[config.mk]
export PLATFORM = sky130hd
export DESIGN_NAME = keypad_scan
export DESIGN_NICKNAME = d
export VERILOG_FILES = /design/src/rtl/keypad_pkg.sv /design/src/rtl/keypad_tick_gen.sv /design/src/rtl/keypad_scan.sv
export SDC_FILE = /design/constraint.sdc
export NUM_CORES = 1
export LEC_CHECK = 0
export ABC_AREA = 1
export CORE_MARGIN = 3
export CORE_UTILIZATION = 47
export CTS_CLUSTER_SIZE = 10
export DETAILED_ROUTE_END_ITERATION = 7
export DONT_BUFFER_PORTS = 1
export GPL_TIMING_DRIVEN = 0
export PLACE_DENSITY = 0.73
export SETUP_SLACK_MARGIN = 0.3
export SYNTH_ARGS = -nofsm -noshare
export SYNTH_HDL_FRONTEND = slang
export SYNTH_SLANG_ARGS = --single-unit
[constraint.sdc]
create_clock -name clk -period 2.3 [get_ports clk]
set_input_delay 0.46 -clock clk [delete_from_list [all_inputs] [get_ports clk]]
set_output_delay 0.46 -clock clk [all_outputs]
set_load 0.1 [all_outputs]
[src/rtl/keypad_pkg.sv]
// Shared types and constants for the 4x4 matrix keypad scanner.
// Imported by keypad_tick_gen and keypad_scan.
package keypad_pkg;

  localparam int NUM_ROWS = 4;
  localparam int NUM_COLS = 4;
  localparam int CODE_W   = 4;

  typedef enum logic [1:0] {
    SCAN,
    DEBOUNCE,
    PRESSED,
    RELEASE
  } kp_state_e;

  // Index of the lowest active-low column; only meaningful if any is low.
  function automatic logic [1:0] low_col(
    input logic [NUM_COLS-1:0] c
  );
    logic [1:0] idx;
    idx = '0;
    for (int i = NUM_COLS - 1; i >= 0; i--) begin
      if (!c[i]) idx = 2'(i);
    end
    return idx;
  endfunction

endpackage

[src/rtl/keypad_tick_gen.sv]
// Row-period prescaler: one-cycle tick every SCAN_DIV clocks.
// Tick is high while the count sits at SCAN_DIV-1.
module keypad_tick_gen #(
  parameter int SCAN_DIV = 100000
) (
  input  logic clk,
  input  logic reset,
  output logic tick_o
);

  localparam int W = (SCAN_DIV > 1) ? $clog2(SCAN_DIV) : 1;

  logic [W-1:0] cnt_q, cnt_d;

  assign tick_o = (cnt_q == W'(SCAN_DIV - 1));

  always_comb begin
    cnt_d = cnt_q + W'(1);
    if (tick_o) cnt_d = '0;
  end

  always_ff @(posedge clk or posedge reset) begin
    if (reset) cnt_q <= '0;
    else       cnt_q <= cnt_d;
  end

endmodule

[src/rtl/keypad_scan.sv]
// 4x4 active-low keypad scanner with debounce and hex value register.
// Define KEYPAD_REPEAT_EN to auto-repeat a held key every REPEAT_SCANS ticks.
module keypad_scan
  import keypad_pkg::*;
#(
  parameter int SCAN_DIV       = 100000,
  parameter int DEBOUNCE_SCANS = 3,
  parameter int REPEAT_SCANS   = 50
) (
  input  logic                clk,
  input  logic                reset,
  input  logic [NUM_COLS-1:0] col,
  input  logic                clr,
  output logic [NUM_ROWS-1:0] row,
  output logic                key_valid,
  output logic [CODE_W-1:0]   key_code,
  output logic [15:0]         value
);

  localparam int CW = $clog2(DEBOUNCE_SCANS + 1);

  logic                tick;
  logic [NUM_COLS-1:0] col_m_q, col_s_q;
  kp_state_e           st_q, st_d;
  logic [1:0]          r_q, r_d;
  logic [1:0]          c_q, c_d;
  logic [CW-1:0]       cnt_q, cnt_d;
  logic                kv_q;
  logic [CODE_W-1:0]   code_q, code_d;
  logic [15:0]         val_q, val_d;
  logic                evt;
  logic                idle;
  logic [1:0]          hit;

`ifdef KEYPAD_REPEAT_EN
  localparam int RW = $clog2(REPEAT_SCANS + 1);
  logic [RW-1:0] rep_q, rep_d;
`else
  logic unused_rep;
  assign unused_rep = REPEAT_SCANS[0];
`endif

  keypad_tick_gen #(
    .SCAN_DIV(SCAN_DIV)
  ) u_tick (
    .clk   (clk),
    .reset (reset),
    .tick_o(tick)
  );

  assign idle = (col_s_q == '1);
  assign hit  = low_col(col_s_q);

  always_comb begin
    st_d  = st_q;
    r_d   = r_q;
    c_d   = c_q;
    cnt_d = cnt_q;
    evt   = 1'b0;
`ifdef KEYPAD_REPEAT_EN
    rep_d = rep_q;
`endif
    if (tick) begin
      unique case (st_q)
        SCAN: begin
          if (idle) begin
            r_d = r_q + 2'd1;
          end else begin
            c_d   = hit;
            cnt_d = CW'(1);
            st_d  = DEBOUNCE;
          end
        end
        DEBOUNCE: begin
          if (!idle && hit == c_q) begin
            cnt_d = cnt_q + CW'(1);
            if (cnt_d == CW'(DEBOUNCE_SCANS)) begin
              evt  = 1'b1;
              st_d = PRESSED;
`ifdef KEYPAD_REPEAT_EN
              rep_d = '0;
`endif
            end
          end else begin
            st_d = SCAN;
            r_d  = r_q + 2'd1;
          end
        end
        PRESSED: begin
          if (idle) begin
            cnt_d = CW'(1);
            st_d  = RELEASE;
          end
`ifdef KEYPAD_REPEAT_EN
          else begin
            rep_d = rep_q + RW'(1);
            if (rep_d == RW'(REPEAT_SCANS)) begin
              evt   = 1'b1;
              rep_d = '0;
            end
          end
`endif
        end
        RELEASE: begin
          if (idle) begin
            cnt_d = cnt_q + CW'(1);
            if (cnt_d == CW'(DEBOUNCE_SCANS)) begin
              st_d = SCAN;
              r_d  = r_q + 2'd1;
            end
          end else begin
            st_d = PRESSED;
`ifdef KEYPAD_REPEAT_EN
            rep_d = '0;
`endif
          end
        end
      endcase
    end
  end

  // Code is 4*r + c, i.e. row index in the upper bits.
  always_comb begin
    code_d = code_q;
    if (evt) code_d = {r_q, c_q};
    val_d = val_q;
    if (clr)      val_d = '0;
    else if (evt) val_d = {val_q[11:0], code_d};
  end

  always_ff @(posedge clk or posedge reset) begin
    if (reset) begin
      col_m_q <= '1;
      col_s_q <= '1;
      st_q    <= SCAN;
      r_q     <= '0;
      c_q     <= '0;
      cnt_q   <= '0;
      kv_q    <= 1'b0;
      code_q  <= '0;
      val_q   <= '0;
`ifdef KEYPAD_REPEAT_EN
      rep_q   <= '0;
`endif
    end else begin
      col_m_q <= col;
      col_s_q <= col_m_q;
      st_q    <= st_d;
      r_q     <= r_d;
      c_q     <= c_d;
      cnt_q   <= cnt_d;
      kv_q    <= evt;
      code_q  <= code_d;
      val_q   <= val_d;
`ifdef KEYPAD_REPEAT_EN
      rep_q   <= rep_d;
`endif
    end
  end

  assign row       = ~(NUM_ROWS'(1) << r_q);
  assign key_valid = kv_q;
  assign key_code  = code_q;
  assign value     = val_q;

endmodule
# ---- After elaboration in Yosys (flattened, before gate mapping)
# Cells that the tools add are included.
# Widths: inputs -> output; s select.
dict set report totals {
  ram_bits 0
  register_bits 54
  memories 0
  latchBits 0
  mem_bits_ro 0
}
dict set report classes {
  mul 0
  div 0
  add_sub_neg 3
  n_reduce_logical 9
  bitwise_logic 2
  eq_ne 16
  mux 28
  n_shift 1
  order_cmp 0
}
# cell count
set ops {}
lappend ops {{$mux 2} 17}
lappend ops {{$mux 16} 2}
lappend ops {{$add 17x1->17 const B} 1}
lappend ops {{$eq 17x17->1 const B} 1}
lappend ops {{$mux 17} 1}
lappend ops {{$pmux 2 s4} 2}
lappend ops {{$ne 2x2->1 const B} 7}
lappend ops {{$reduce_and 5->1} 2}
lappend ops {{$eq 2x2->1 const B} 3}
lappend ops {{$ne 3x3->1 const B} 2}
lappend ops {{$pmux 2 s3} 1}
lappend ops {{$reduce_and 6->1} 1}
lappend ops {{$add 2x1->2 const B} 2}
lappend ops {{$eq 4x4->1 const B} 1}
lappend ops {{$mux 1} 4}
lappend ops {{$mux 4} 1}
lappend ops {{$not 4->4} 1}
lappend ops {{$shl 1x2->4 const A} 1}
lappend ops {{$reduce_and 3->1} 1}
lappend ops {{$reduce_bool 3->1} 1}
lappend ops {{$eq 2x1->1 const B} 1}
lappend ops {{$eq 2x2->1} 1}
lappend ops {{$logic_not 2->1} 1}
lappend ops {{$reduce_bool 2->1} 1}
lappend ops {{3 further kinds} 3}

# ---- Depth between registers and ports, before layout
dict set report depth {
  word_depth 12
  ltp_mapped 11
  ltp_nobuf 11
}

# ---- Cells and area by module
# A second synthesis with hierarchy kept.
dict set report hier_totals {
  hier_cells 329
  hier_area_um2 2741.4
}
# module area_per_inst_um2 cells_per_inst instances
set modules_own_cells {}
lappend modules_own_cells {keypad_scan 1764.2 185 1}
lappend modules_own_cells {keypad_tick_gen 977.2 144 1}

# ---- Least setup slack after synthesis
# OpenSTA, ideal clock, no wires.
dict set report synth_path {
  path_type {register -> output}
  from {register r_q[0]}
  to {output row[0]}
  t_required_ns 1.840
  path_slack_ns 0.604
  arrival_ns 1.236
  path_stages_with_launch 4
  path_cell_list {dfrtp_1 > inv_1 > ha_1 > inv_1}
}
dict set report synth_between {
  elab_chain_cells 2
}
# element line
set synth_rtl {}
lappend synth_rtl {{start: declaration} keypad_scan.sv:25} ;# logic [1:0] r_q, r_d;
lappend synth_rtl {{start signal: assignment} keypad_scan.sv:149} ;# r_q <= r_d;
lappend synth_rtl {{$shl 1x2->4} keypad_scan.sv:161} ;# assign row = ~(NUM_ROWS'(1) << r_q);
lappend synth_rtl {{$not 4->4} keypad_scan.sv:161}
lappend synth_rtl {{end: declaration} keypad_scan.sv:14} ;# output logic [NUM_ROWS-1:0] row,
# Every way passes these cells.

# ---- Worst setup path in the final report
# Same ends and word-level chain as after synthesis.

==> flow_metrics.tcl <==
set metrics [dict create \
    powerDensity_nw_per_um2 545 \
    finalClockSkew_ns 0.00658 \
    diodes 0 \
    postRouteAntennaNets 0 \
    antenna_found_initial 0 \
    outcome "completed" \
    vias 1929 \
    crit_required_ns 1.84 \
    postCtsHoldBufs 0 \
    setup_slack_ns 0.368 \
    rows 26 \
    cts_tree "built" \
    finalHoldViolations 0 \
    nets 327 \
    maxCapViolations 0 \
    clockPowerShare 0.352 \
    numCtsBuffers 5 \
    ir_drop_mv 0.453 \
    hpwl_um 3530 \
    cts.path.max_buffers 2 \
    clockRootBuffer "clkbuf_8" \
    drive_gt1_frac 0.178 \
    drt-total-wl_um 4740 \
    power_mw 1.55 \
    synth_cell_types 32 \
    drtIter0Drc 92 \
    hp-class "input port to async pin" \
    reg2reg_setup_slack_ns 0.46 \
    avgSynthCellArea_um2 8.57 \
    path_depth 3 \
    timing_worst_slew_pin_value_ns 0.976 \
    area_growth_pct 9.31 \
    ios 32 \
    seq_power_share 0.621 \
    period_share 0.840 \
    clkSinkCount 54 \
    io_buffers 0 \
    p_sw_frac 0.219 \
    routed_via_density 5.01 \
    placed_area_um2 2710 \
    die_x_um 80.5 \
    synth_fp_nets 317 \
    power.internal_mw 1.21 \
    whs_ns 0.0824 \
    initial_core_util 0.498 \
    p_leak_nw 1.40 \
    drc 0 \
    worstPathArrival_ns 1.47 \
    switchingPower_mw 0.340 \
    cp-startpoint "r_q[0]" \
    endpoint_kind "output pin" \
    timing.rr.start "u_tick.cnt_q[0]" \
    relSlewSlack 0.349 \
    syn_inst 304 \
    grt_pass1_wl_um 8330 \
    die_area_um2 6470 \
    critPathMaxFanout 3 \
    synth_seq_area_share 0.522 \
    drv_slew 0 \
    grt_pass1_vias 1864 \
    htree_num_levels 2 \
    crit_slowest_cell "clkinvlp_4" \
    finalSetupTns_ns 0 \
    groute.usage.overall 0.163 \
    ys_seq_elements 54 \
    rsz0062_at_grt "true" \
    fp.dieH_um 80.5 \
    fmax_ghz 0.518 \
    path_class "flop to output pin" \
    preCtsSetupSlack_ns 0.483 \
    r2r-end "value[9]" \
    async_flop_share 1.00 \
    cpPeakStageDelay_ns 0.43 \
    drt_pre_antenna_iters 5 \
    synthFlopType "dfrtp_1" \
    clkLatencyLatePin_ns 0.31 \
    routedWlPerCell_um 12.3 \
    r2r_cells 11 \
    setup_viol 0 \
    synth_area_um2 2610 \
    coreArea_um2 5240 \
    synth-edff-count 0 \
    fin_crit_ns 1.93 \
    grt_max_degree 30 \
    cp_cell_sequence "inv_1 -> ha_1 -> clkinvlp_4" \
    crit_buf_inv 2 \
    overflow 0 \
    crit_family "buffers and inverters" \
    yosysWarnings 0 \
    clkTransAtPathRegs_ns 0.10 \
    gp_congestion 0.806 \
    combPwrFrac 0.027 \
    crit_path_end "row[0]" \
    startpoint_type "flop" \
    final_area_um2 2850 \
]
[sequential cells by signal (all words and copies together) (netlist names)]
register	cells
key_code	4
c_q	2
r_q	2
u_tick.cnt_q	17
st_q	2
col_m_q	4
col_s_q	4
value	16
key_valid	1
cnt_q	2
[synth_stat cells (2+ instances only)]
cell type   n  area [um^2]
nand2_1    77          289
dfrtp_1    46         1150
inv_1      42          158
nor2_1     26         97.6
nand3_1    25          125
o21ai_0    15         75.1
a21oi_1     8         40.0
dfstp_2     8          210
ha_1        6         75.1
nor3_1      6         30.0
o21ai_2     6         52.6
inv_2       4         15.0
nand2_2     4         25.0
nand3_2     4         40.0
nand4_1     4         25.0
xor2_1      4         35.0
buf_6       2         22.5
nor4_1      2         12.5
o21ai_1     2         10.0
[routing by layer]
metal,up-vias,global-route usage,part of all wire
li1,980,-,-
met1,890,0.205,0.46
met2,51,0.272,0.46
met3,8,0.0460,0.069
met4,0,0.0456,0.011
met5,-,0,0
[metrics by stage]
| step | instances | utilization |
|---|---|---|
| 6_report | 385 | 0.544 |
| 5_1_grt | 385 | 0.544 |
| 3_3_place_gp | 374 | 0.514 |
| 3_5_place_dp | 375 | 0.518 |
| 2_1_floorplan | 304 | - |
| 4_1_cts | 383 | 0.539 |
[how the worst min path moves through the flow]
stage / from / end / slack [ns] / depth (start not counted)
2_1_floorplan: col_m_q[0] / col_s_q[0] / 0.35 / 0
3_3_place_gp: col_m_q[2] / col_s_q[2] / 0.35 / 0
3_5_place_dp: col_m_q[2] / col_s_q[2] / 0.35 / 0
4_1_cts: reset / value[8] / 0.09 / 1
5_1_grt: reset / c_q[0] / 0.11 / 1
6_report: reset / key_code[2] / 0.08 / 1
[area by class of cell]
cell class	instances	area, um^2
clock buffers	6	82.6
fillers	479	2390
well taps	70	87.6
plain buffers	4	31.3
flip-flops and latches	54	1360
repair buffers	3	35.0
multi-input cells	199	1040
inverters	47	196
clock inverters	2	12.5
[what timing repair did]
| item | in CTS | in global routing |
|---|---|---|
| endpoints found under the setup margin | 4 | 5 |
| resized for setup | 4 | 3 |
| buffers inserted | 0 | 2 |
[cells by family after synthesis]
| family | Yosys count | share of synthesized area |
|---|---|---|
| AND/OR/NAND/NOR | 156 | 0.282 |
| flip-flops | 54 | 0.522 |
| buffers and inverters | 51 | 0.0802 |
| AO/OA/AOI/OAI | 33 | 0.0735 |
| adder cells (fa/ha/maj) | 6 | 0.0288 |
| XOR/XNOR | 4 | 0.0134 |
[cells in the final DEF (no fill, tap or decap), types with 8 or more instances in the layout]
| cell | n |
|---|---|
| nor2_1 | 26 |
| nand2_1 | 77 |
| dfstp_2 | 8 |
| dfrtp_1 | 45 |
| o21ai_0 | 15 |
| nand3_1 | 25 |
| inv_1 | 36 |
| a21oi_1 | 8 |
[power groups by stage]
stage / registers, mW / logic (mW) / clock network (mW)
floorplan: 0.982 / 0.0303 / 0
global placement: 0.983 / 0.0384 / 0
detailed placement: 0.983 / 0.0431 / 0
CTS: 0.965 / 0.0432 / 0.574
global route: 0.966 / 0.0479 / 0.608
finish: 0.965 / 0.0414 / 0.547
Power figures use the tool's default switching activity.
